--- src/rtl/uart_tx_fifo.sv ---
// uart_tx_fifo: buffered UART transmitter.
// Bytes written with transmit/tx_byte are queued in a small FIFO and sent
// LSB first as start + 8 data + optional parity + 1 or 2 stop bits.
// Back-to-back frames leave no idle gap on the line, and every output is registered.

module uart_tx_fifo #(
  parameter int baud_rate    = 9600,
  parameter int sys_clk_freq = 100000000,
  parameter int FIFO_DEPTH   = 4,
  parameter int PARITY       = 0,
  parameter int STOP_BITS    = 1
) (
  input  logic                          clk,
  input  logic                          rst,
  input  logic                          transmit,
  input  logic [7:0]                    tx_byte,
  output logic                          tx,
  output logic                          is_transmitting,
  output logic                          tx_full,
  output logic                          tx_empty,
  output logic [$clog2(FIFO_DEPTH):0]   fifo_count,
  output logic                          overflow
);

  // Bit timing. The stop phase is timed as a single long interval, so the
  // baud counter is sized for the longest phase.
  localparam int CLKS_PER_BIT = sys_clk_freq / baud_rate;
  localparam int STOP_CLKS    = STOP_BITS * CLKS_PER_BIT;
  localparam int CNT_W        = $clog2(STOP_CLKS);
  localparam int PTR_W        = $clog2(FIFO_DEPTH);
  localparam int CW           = PTR_W + 1;

  localparam logic [CNT_W-1:0] BIT_LAST  = CNT_W'(CLKS_PER_BIT - 1);
  localparam logic [CNT_W-1:0] STOP_LAST = CNT_W'(STOP_CLKS - 1);
  localparam logic [CW-1:0]    DEPTH_C   = CW'(FIFO_DEPTH);

  typedef enum logic [2:0] {
    IDLE,
    START,
    DATA,
    PAR,
    STOP
  } state_t;

  // FIFO storage and bookkeeping
  logic [7:0]       mem [FIFO_DEPTH];
  logic [PTR_W-1:0] wr_ptr;
  logic [PTR_W-1:0] rd_ptr;
  logic [CW-1:0]    count_next;
  logic [7:0]       head_byte;
  logic             push;
  logic             pop;

  // Serialiser state
  state_t           state;
  state_t           state_next;
  logic [CNT_W-1:0] baud_cnt;
  logic [CNT_W-1:0] baud_next;
  logic [2:0]       bit_idx;
  logic [2:0]       bit_next;
  logic [7:0]       shift_reg;
  logic [7:0]       shift_next;
  logic             par_bit;
  logic             par_next;
  logic             tx_next;
  logic             busy_next;

  // A write is taken only when the FIFO is not full; a pop in the same
  // cycle does not make room for it, because tx_full is the registered flag.
  assign push      = transmit & ~tx_full;
  assign head_byte = mem[rd_ptr];

  // Next occupancy from the push/pop pair; simultaneous push and pop cancel.
  always_comb begin
    count_next = fifo_count;
    if (push && !pop) begin
      count_next = fifo_count + CW'(1);
    end else if (!push && pop) begin
      count_next = fifo_count - CW'(1);
    end
  end

  // Byte storage: data is captured only at the accepting edge.
  always_ff @(posedge clk) begin
    if (push) begin
      mem[wr_ptr] <= tx_byte;
    end
  end

  // FIFO pointers, occupancy, status flags and the sticky overflow flag.
  always_ff @(posedge clk or posedge rst) begin
    if (rst) begin
      wr_ptr     <= '0;
      rd_ptr     <= '0;
      fifo_count <= '0;
      tx_full    <= 1'b0;
      tx_empty   <= 1'b1;
      overflow   <= 1'b0;
    end else begin
      if (push) begin
        wr_ptr <= wr_ptr + PTR_W'(1);
      end
      if (pop) begin
        rd_ptr <= rd_ptr + PTR_W'(1);
      end
      fifo_count <= count_next;
      tx_full    <= (count_next == DEPTH_C);
      tx_empty   <= (count_next == '0);
      if (transmit && tx_full) begin
        overflow <= 1'b1;
      end
    end
  end

  // State register, together with the bit-timing datapath and registered line outputs.
  always_ff @(posedge clk or posedge rst) begin
    if (rst) begin
      state           <= IDLE;
      baud_cnt        <= '0;
      bit_idx         <= '0;
      shift_reg       <= '0;
      par_bit         <= 1'b0;
      tx              <= 1'b1;
      is_transmitting <= 1'b0;
    end else begin
      state           <= state_next;
      baud_cnt        <= baud_next;
      bit_idx         <= bit_next;
      shift_reg       <= shift_next;
      par_bit         <= par_next;
      tx              <= tx_next;
      is_transmitting <= busy_next;
    end
  end

  // Next-state logic: the baud counter restarts at every bit boundary. The head
  // byte is popped either from IDLE or at the final stop-bit edge, which lets
  // frames run back to back.
  always_comb begin
    state_next = state;
    baud_next  = baud_cnt + CNT_W'(1);
    bit_next   = bit_idx;
    shift_next = shift_reg;
    par_next   = par_bit;
    pop        = 1'b0;
    unique case (state)
      IDLE: begin
        baud_next = '0;
        if (!tx_empty) begin
          pop        = 1'b1;
          shift_next = head_byte;
          par_next   = (PARITY == 2) ? ~^head_byte : ^head_byte;
          state_next = START;
        end
      end
      START: begin
        if (baud_cnt == BIT_LAST) begin
          baud_next  = '0;
          bit_next   = '0;
          state_next = DATA;
        end
      end
      DATA: begin
        if (baud_cnt == BIT_LAST) begin
          baud_next  = '0;
          shift_next = {1'b0, shift_reg[7:1]};
          if (bit_idx == 3'd7) begin
            state_next = (PARITY != 0) ? PAR : STOP;
          end else begin
            bit_next = bit_idx + 3'd1;
          end
        end
      end
      PAR: begin
        if (baud_cnt == BIT_LAST) begin
          baud_next  = '0;
          state_next = STOP;
        end
      end
      STOP: begin
        if (baud_cnt == STOP_LAST) begin
          baud_next = '0;
          if (!tx_empty) begin
            pop        = 1'b1;
            shift_next = head_byte;
            par_next   = (PARITY == 2) ? ~^head_byte : ^head_byte;
            state_next = START;
          end else begin
            state_next = IDLE;
          end
        end
      end
      default: begin
        baud_next  = '0;
        state_next = IDLE;
      end
    endcase
  end

  // Output logic: the line level and busy flag for the upcoming state are
  // registered, so tx changes on the same edge the state changes.
  always_comb begin
    tx_next   = 1'b1;
    busy_next = (state_next != IDLE);
    case (state_next)
      START:   tx_next = 1'b0;
      DATA:    tx_next = shift_next[0];
      PAR:     tx_next = par_next;
      default: tx_next = 1'b1;
    endcase
  end

endmodule

--- config.mk ---
export PLATFORM = sky130hd
export DESIGN_NAME = uart_tx_fifo
export DESIGN_NICKNAME = d
export VERILOG_FILES = /design/src/rtl/uart_tx_fifo.sv
export SDC_FILE = /design/constraint.sdc
export NUM_CORES = 1
export LEC_CHECK = 0
export BUFFER_PORTS_ARGS = -buffer_cell sky130_fd_sc_hd__buf_2
export CAP_MARGIN = 5
export CORE_MARGIN = 1.5
export CORE_UTILIZATION = 54
export DETAILED_ROUTE_END_ITERATION = 6
export PLACE_DENSITY = 0.77
export SLEW_MARGIN = 20
export SYNTH_ARGS = -nofsm -noshare
export SYNTH_HDL_FRONTEND = slang
export SYNTH_SLANG_ARGS = --single-unit
--- constraint.sdc ---
create_clock -name clk -period 2.67 [get_ports clk]
set_input_delay 0.534 -clock clk [delete_from_list [all_inputs] [get_ports clk]]
set_output_delay 0.534 -clock clk [all_outputs]
set_load 0.03 [all_outputs]
Yosys cells after proc, flatten, opt, wreduce, memory -nomap -nowiden

Memories as Yosys holds them, arrays and structs flattened.
Index checks and enable logic that the tools add are counted.

Register bits: 41
RAM bits: 32
Input port bits: 11
Output and inout port bits: 8
Word-level logic and storage cells: 80
Memories: 1

Memory list:

| memory | words | bits a word | read ports | clocked after Yosys merged registers in | write ports | RTL line | text |
|---|---|---|---|---|---|---|---|
| mem    | 4     | 8           | 1          | 0                                       | 1           | 46       | `logic [7:0] mem [FIFO_DEPTH];` |

Add/sub/neg operators: 6
Equality and inequality tests: 14
Mux-type cells: 29
Bitwise gates (word level): 2
Reductions and logical operators: 14

Operators by type and width:

| cell                  | count |
|---|---|
| $mux 3                | 11 |
| $mux 14               | 2 |
| $mux 8                | 3 |
| $pmux 8 s3            | 1 |
| $pmux 3 s5            | 1 |
| $add 14x1->14 const B | 1 |
| $eq 14x14->1 const B  | 1 |
| $eq 3x2->1 const B    | 4 |
| $eq 3x3->1 const B    | 3 |
| $ne 2x2->1 const B    | 4 |
| $reduce_xor 8->1      | 1 |
| $mux 1                | 7 |
| $add 3x1->3 const B   | 2 |
| $eq 3x1->1 const B    | 2 |
| $logic_not 3->1       | 2 |
| $pmux 3 s2            | 1 |
| $reduce_bool 3->1     | 2 |
| $add 2x1->2 const B   | 2 |
| $pmux 1 s2            | 2 |
| $reduce_and 4->1      | 1 |
| $reduce_or 4->1       | 1 |
| $logic_and 1x1->1     | 3 |
| $pmux 1 s3            | 1 |
| $reduce_and 3->1      | 1 |
| other kinds (5)       | 6 |

Depth between registers and ports, before layout

Gate-level depths: netlist of run 1.

Depth after elaboration: 7
Mapped depth: 8
Depth with buffers taken out: 7

Worst setup path after synthesis of run 1

OpenSTA, ideal clock, no wires.

Path kind: flip-flop to flip-flop
From: register baud_cnt[4]
To: register shift_reg[1]
Setup time: 0.127 ns
Data arrival time: 2.462 ns
Data required time: 2.543 ns
Path slack: 0.081 ns
Cell stages (with the launch flop): 7
Path buffers: 0
Period minus slack after synthesis: 2.589 ns
Cell sequence: dfrtp_1 -> or4b_4 -> or4_4 -> maj3_2 -> a311o_1 -> a222oi_1 -> inv_1

Longest elaborated chain between the ends: 3
Elaborated cells on any way between the ends: 4
Classes of those cells: 3 x eq/ne; 1 x reduce/logical

RTL lines:

| item                                | RTL line | text |
|---|---|---|
| start: declaration                  | 57       | `logic [CNT_W-1:0] baud_cnt;` |
| start signal: assignment            | 127      | `baud_cnt <= baud_next;` |
| $eq 14x14->1 *                      | 164, 181 |  |
| $ne 2x2->1 (no source line)         | --       |  |
| $reduce_and 3->1 (no source line) * | --       |  |
| end signal: assignment              | 129      | `shift_reg <= shift_next;` |
| end: declaration                    | 61       | `logic [7:0] shift_reg;` |

Mark *: on every way between the ends. The rest lies on a longest branch, timed or not.
A chain may end at the register's enable or synchronous reset.

Worst setup path in the final report of run 1

From: register baud_cnt[8]
To: register tx_full

Longest elaborated chain between the ends: 7
Elaborated cells on any way between the ends: 9
Classes of those cells: 2 x eq/ne; 4 x mux; 3 x reduce/logical

RTL lines:

| item                                                        | RTL line | text |
|---|---|---|
| $eq 14x14->1 *                                              | 181      | `if (baud_cnt == STOP_LAST) begin` |
| $mux 1 *                                                    | 181      |  |
| $pmux 1 s2 *                                                | 146      | `unique case (state)` |
| $logic_and 1x1->1 / $logic_not 1->1 (equally long branches) | 78, 76   |  |
| $mux 3 / $logic_and 1x1->1 (equally long branches)          | 78, 76   |  |
| $mux 3 *                                                    | 76       | `if (push && !pop) begin` |
| named net count_next[2]                                     | 49       | `logic [CW-1:0] count_next;` |
| $eq 3x3->1 *                                                | 107      | `tx_full <= (count_next == DEPTH_C);` |
| end signal: assignment                                      | 107      |  |
| end: declaration                                            | 19       | `output logic tx_full,` |

The timed path passes the listed nets; every way through them passes the cells marked *.

==> impl_metrics.py, run 1 <==
metrics = {
    "detailed_routing": {
        "drc_errors": 0,
        "drt_iter0_drc": 191,
        "wl_um": 5670,
        "viasPerCell": 5.51,
        "dr.pass1.iters": 5,
        "antenna_left": 0,
        "via_count": 2027,
        "avgRoutedWirePerCell_um": 15.4,
    },
    "sta": {
        "finalSetupTns_ns": 0,
        "fmax_ghz": 0.387,
        "min_period_ns": 2.58,
        "worst_pin_slew_ns": 0.518,
        "setup_viol": 0,
        "fin_ws_ns": 0.0863,
        "hold_viol": 0,
        "slew_headroom_pct": 65.4,
        "finClkSkew_ns": 0.00826,
        "report.final.slew_viol_count": 0,
        "grt_setup_unrepaired": "false",
        "whs_ns": 0.305,
        "min_period_over_period_pct": 96.8,
    },
    "setup_path": {
        "cp_slowest_cell": "or4b_4",
        "path_cells": "or4b_4 > o41a_1 > or4_4 > o22ai_2 > xor2_2 > nor2b_1",
        "startpoint_type": "flop",
        "required_ns": 2.95,
        "cpPeakStageDelay_ns": 0.58,
        "rr_worst_depth": 6,
        "reg2reg_from": "baud_cnt[8]",
        "path_class": "reg2reg",
        "reg2reg_setup_slack_ns": 0.09,
        "crit_path_max_fanout": 5,
        "endpoint_kind": "flop",
        "r2r-end": "tx_full",
        "arrival_ns": 2.86,
    },
    "grt": {
        "grt_use_total_pct": 19.7,
        "met2_usage_pct": 31.1,
        "grt_max_degree": 42,
        "grt_pass1_wl_um": 9470,
        "grt_pass1_vias": 1963,
        "use_met3_pct": 4.16,
        "antenna_found_initial": 0,
        "globalRouteMet1Util_pct": 25.3,
        "top_usage_layer": "met2",
        "grt.overflow.total": 0,
    },
    "place": {
        "numPortBuffers": 18,
        "dp.cells": 348,
        "gp_congestion": 0.837,
        "dp_hpwl_um": 3900,
        "dp_slack_ns": 0.00727,
        "dpl-instance-area_um2": 3530,
    },
    "cts": {
        "ctsHtreeMaxLevel": 3,
        "cts.sinks": 73,
        "clock_path_buffers": 2,
        "cts_hold_buf": 0,
        "cts_tree": "built",
        "clockRootBuffer": "clkbuf_8",
        "cts.clk_slew.worst_paths_ns": 0.09,
        "clock_latency_ns": 0.35,
        "cts_buffers": 9,
    },
    "yosys": {
        "yosys_warnings": 0,
        "synth_edf_count": 32,
        "ys_ff_latch": 73,
        "synth_cells": 253,
        "post-synth-top-count-cell": "dfrtp_1",
        "synthTopCellsByCount": "dfrtp_1 (39), edfxtp_1 (32), nor2_1 (27)",
        "syn_nets": 273,
        "synthFlopType": "dfrtp_1",
        "ys_seq_area_share_pct": 60.4,
        "synth_area_leaders": "dfrtp_1 (30%), edfxtp_1 (29%), mux4_2 (5.5%)",
        "synthesis.area_um2": 3300,
        "synthArstFlopShare_pct": 56.2,
        "avgSynthCellArea_um2": 13.0,
        "yosys.area.top_type": "dfrtp_1",
        "synth.top_cell.area_share_pct": 29.6,
        "ys_types": 47,
    },
    "power_and_ir_drop": {
        "peakVddDrop_mv": 0.485,
        "total_power_mw": 2.89,
        "p_per_area_nw_per_um2": 766,
        "leakage_nw": 1.57,
    },
    "die": {
        "die_y_um": 81.1,
        "die_w_um": 81.1,
        "core_area_um2": 5920,
        "initial_core_util_pct": 55.7,
        "die-area_um2": 6580,
        "pin_count": 19,
        "rows": 28,
    },
    "cells_and_area": {
        "final_core_util_pct": 63.7,
        "drive_gt1_share_pct": 24.2,
        "synthToLayoutAreaGrowth_pct": 14.5,
        "final_cell_area_um2": 3770,
        "largest_reg_flops": 32,
        "fin_cells": 368,
        "n_antenna_cell": 0,
        "num-nets-final": 308,
    },
    "flow_run": {
        "drv_cap": 0,
    },
    "worst_hold_path": {
        "hold_path.class": "in2async",
    },
    "status": {
        "status": "completed",
    },
}
## per-layer routing
| metal | up-vias | share of wire [%] |
|---|---|---|
| met5 | - | 0 |
| met4 | 0 | 2.8 |
| met1 | 989 | 44 |
| met2 | 41 | 50 |
| met3 | 13 | 3.3 |
| li1 | 984 | - |
## final cells by class
class,instances,area [um2]
Clock inverter,7,81.3
Clock buffer,9,124
Fill cell,452,2150
Inverter,17,63.8
Tap cell,75,93.8
Timing Repair Buffer,34,210
Multi-Input combinational cell,153,1210
Sequential cell,73,1990
## worst max-delay path by stage
stage                            from           end  slack [ns]  depth (start not counted)
after detailed placement  baud_cnt[4]  shift_reg[2]       0.007                          6
after global routing      baud_cnt[8]       tx_full       0.006                          6
after global placement    baud_cnt[4]  shift_reg[2]        0.05                          6
final                     baud_cnt[8]       tx_full        0.09                          6
after CTS                 baud_cnt[4]  shift_reg[6]        0.01                          6
after floorplan           baud_cnt[4]  shift_reg[1]        0.08                          6
## layout by cell type, fill, tap and decap left out, types with 2 or more instances in the layout
master / n
clkbuf_8: 9
nor2_1: 27
edfxtp_1: 32
or4_4: 2
nand4_1: 5
or2_2: 2
and2_1: 5
buf_2: 18
a21oi_1: 2
nand2_1: 12
mux2i_1: 3
dfstp_2: 2
o21ai_0: 4
mux4_2: 8
xor2_1: 9
buf_4: 16
nor2b_1: 3
inv_1: 17
inv_6: 5
nor3_1: 4
a22o_1: 2
nand3_1: 7
a311o_1: 2
a222oi_1: 6
and4_1: 2
nor4_1: 3
a211oi_1: 2
ha_1: 9
and3_1: 2
dfrtp_1: 39
xnor2_1: 15
## cells by family (layout without fill, tap and decap cells)
logic type                 after synthesis  in the layout  share of synthesized area, %
AOI/OAI and AO/OA                       25             25                          6.19
xor gates and xnor gates                25             25                          6.87
adders and majority gates               10             10                          3.76
buffers and inverters                   27             67                          3.15
DFF                                     73             73                          60.4
muxes                                   12             12                          6.72
and+or+nand+nor                         81             81                          12.9
## timing repair
action / 4_1_cts / 5_1_grt
gates resized for setup: 0 / 2
setup buffers: 0 / 4
setup endpoints to repair: 0 / 7
## power breakdown
| group | internal (mW) | switching (mW) | leakage (nW) | total, mW |
|---|---|---|---|---|
| registers | 1.34 | 0.0912 | 0.796 | 1.44 |
| logic | 0.216 | 0.349 | 0.669 | 0.565 |
| clock network | 0.448 | 0.443 | 0.102 | 0.891 |
| total | 2.01 | 0.882 | 1.57 | 2.89 |
## critical path, delay by kind of cell, from the launching register on
kind	cells	cell delay (ns)
flops	1	0.38
simple gates	3	1.27
xor+xnor	1	0.18
compound gates	2	0.69
No activity file was read; power rests on OpenSTA's default activity.
==> run 2, diff against run 1 <==
==> constraint.sdc (replaced) <==
create_clock -name clk -period 2.67 [get_ports clk]
set_input_delay 0.6675 -clock clk [delete_from_list [all_inputs] [get_ports clk]]
set_output_delay 0.6675 -clock clk [all_outputs]
set_load 0.03 [all_outputs]
==> impl_metrics.py, run 2 (synthesized netlist as in run 1, its figures left out) <==
metrics = {
    "status": {
        "status": "completed",
    },
    "detailed_routing": {
        "via_count": 2055,
        "drt_iter0_drc": 166,
        "wl_um": 5550,
        "avgRoutedWirePerCell_um": 15.1,
        "antenna_left": 0,
        "dr.pass1.iters": 7,
        "drc_errors": 0,
        "viasPerCell": 5.58,
    },
    "cells_and_area": {
        "final_core_util_pct": 63.4,
        "drive_gt1_share_pct": 24.6,
        "final_cell_mix": "dfrtp_1 (39), edfxtp_1 (32), nor2_1 (27)",
        "largest_reg_flops": 32,
        "num-nets-final": 308,
        "final_cell_area_um2": 3760,
        "synthToLayoutAreaGrowth_pct": 14.0,
        "n_antenna_cell": 0,
        "layout_commonest_cell": "dfrtp_1",
    },
    "flow_run": {
        "drv_cap": 0,
    },
    "cts": {
        "clockRootBuffer": "clkbuf_8",
        "clock_path_buffers": 2,
        "cts_hold_buf": 0,
        "cts_buffers": 9,
        "cts.sinks": 73,
        "clock_latency_ns": 0.35,
        "ctsHtreeMaxLevel": 3,
        "cts_tree": "built",
        "cts.clk_slew.worst_paths_ns": 0.09,
    },
    "grt": {
        "grt_pass1_vias": 1917,
        "grt_use_total_pct": 19.2,
        "antenna_found_initial": 0,
        "grt_max_degree": 42,
        "grt_pass1_wl_um": 9110,
        "grt.overflow.total": 0,
    },
    "power_and_ir_drop": {
        "p_int_mw": 1.91,
        "total_power_mw": 2.80,
        "peakVddDrop_mv": 0.532,
        "p_per_area_nw_per_um2": 746,
        "combinationalPowerShare_pct": 19.8,
        "clkPwrFrac_pct": 29.0,
        "seqPwrFrac_pct": 51.2,
        "switching_share_pct": 31.8,
        "switching_power_mw": 0.890,
        "leakage_nw": 1.55,
    },
    "die": {
        "rows": 28,
        "die_y_um": 81.1,
        "die-area_um2": 6580,
        "core_area_um2": 5920,
        "pin_count": 19,
        "die_w_um": 81.1,
        "initial_core_util_pct": 55.7,
    },
    "setup_path": {
        "critPathBufInv": 1,
        "arrival_ns": 2.83,
        "reg2reg_setup_slack_ns": 0.08,
        "critPathTopFamily": "simple AND/OR/NAND/NOR gates",
        "required_ns": 2.91,
        "endpoint_kind": "flop",
        "path_class": "reg2reg",
        "cpPeakStageDelay_ns": 0.57,
        "cp_slowest_cell": "or4b_4",
        "startpoint_type": "flop",
        "path_cells": "or4b_4 > or4_4 > maj3_2 > a311o_1 > a222oi_1 > inv_1",
        "crit_path_max_fanout": 6,
    },
    "sta": {
        "finalSetupTns_ns": 0,
        "grt_setup_unrepaired": "true",
        "hold_viol": 0,
        "setup_viol": 0,
        "fmax_ghz": 0.387,
        "fin_ws_ns": 0.0843,
        "report.final.slew_viol_count": 0,
        "slew_headroom_pct": 65.4,
        "min_period_over_period_pct": 96.8,
        "min_period_ns": 2.59,
        "finClkSkew_ns": 0.00572,
        "worst_pin_slew_ns": 0.518,
    },
    "place": {
        "dp_slack_ns": 0.00868,
        "dpl-instance-area_um2": 3530,
        "dp_hpwl_um": 3790,
        "gp_congestion": 0.835,
        "numPortBuffers": 18,
    },
    "worst_hold_path": {
        "hold_path.class": "in2async",
    },
}
## run 2: path summary, 6_finish.rpt
kind                                   from           end  cells after the start
worst max-delay path            baud_cnt[8]  shift_reg[1]                      6
worst min-delay path                    rst   baud_cnt[1]                      3
worst max register to register  baud_cnt[8]  shift_reg[1]                      6
worst min register to register     overflow      overflow                      1
max in group asynchronous               rst            tx                      3
min in group clk                   overflow      overflow                      1
## run 2: tightest hold or removal path, delay by kind of cell
| family | cells | cell delay, ns |
|---|---|---|
| buf+inv | 3 | 0.57 |
## run 2: area by class of cell
type	instances	area (um2)
sequential	73	1990
clock buffer	9	124
clock inverter	7	61.3
multi-input combinational	153	1210
fill	455	2160
tap	75	93.8
inverter	17	63.8
timing repair buffer	34	210
## run 2: per-stage QoR
stage / cells / hold slack (ns)
5_1_grt: 368 / 0.484
3_5_place_dp: 348 / 0.448
3_3_place_gp: 348 / 0.439
2_1_floorplan: 253 / 0.452
4_1_cts: 364 / 0.443
6_report: 368 / 0.424
## run 2: metal layers
metal  share of wire (%)  vias up  GRT usage [%]  routed length (um)
li1                    -      979              -                   -
met1                  46     1012           25.9                2580
met2                  47       55           28.7                2590
met3                 4.9        9           6.40                 274
met4                 1.9        0           7.93                 104
met5                   0        -              0                   0
## run 2: repair_timing
action	CTS	global route
pin swaps	1	7
gates resized for setup	0	3
endpoints found under the setup margin	3	7
buffers inserted	0	4
## run 2: power groups by stage
| stage | combinational, mW | clock, mW | sequential (mW) |
|---|---|---|---|
| 2_1_floorplan | 0.340 | 0 | 1.52 |
| 3_3_place_gp | 0.555 | 0 | 1.45 |
| 3_5_place_dp | 0.565 | 0 | 1.46 |
| 4_1_cts | 0.568 | 0.826 | 1.43 |
| 5_1_grt | 0.628 | 0.873 | 1.46 |
| 6_report | 0.555 | 0.813 | 1.43 |
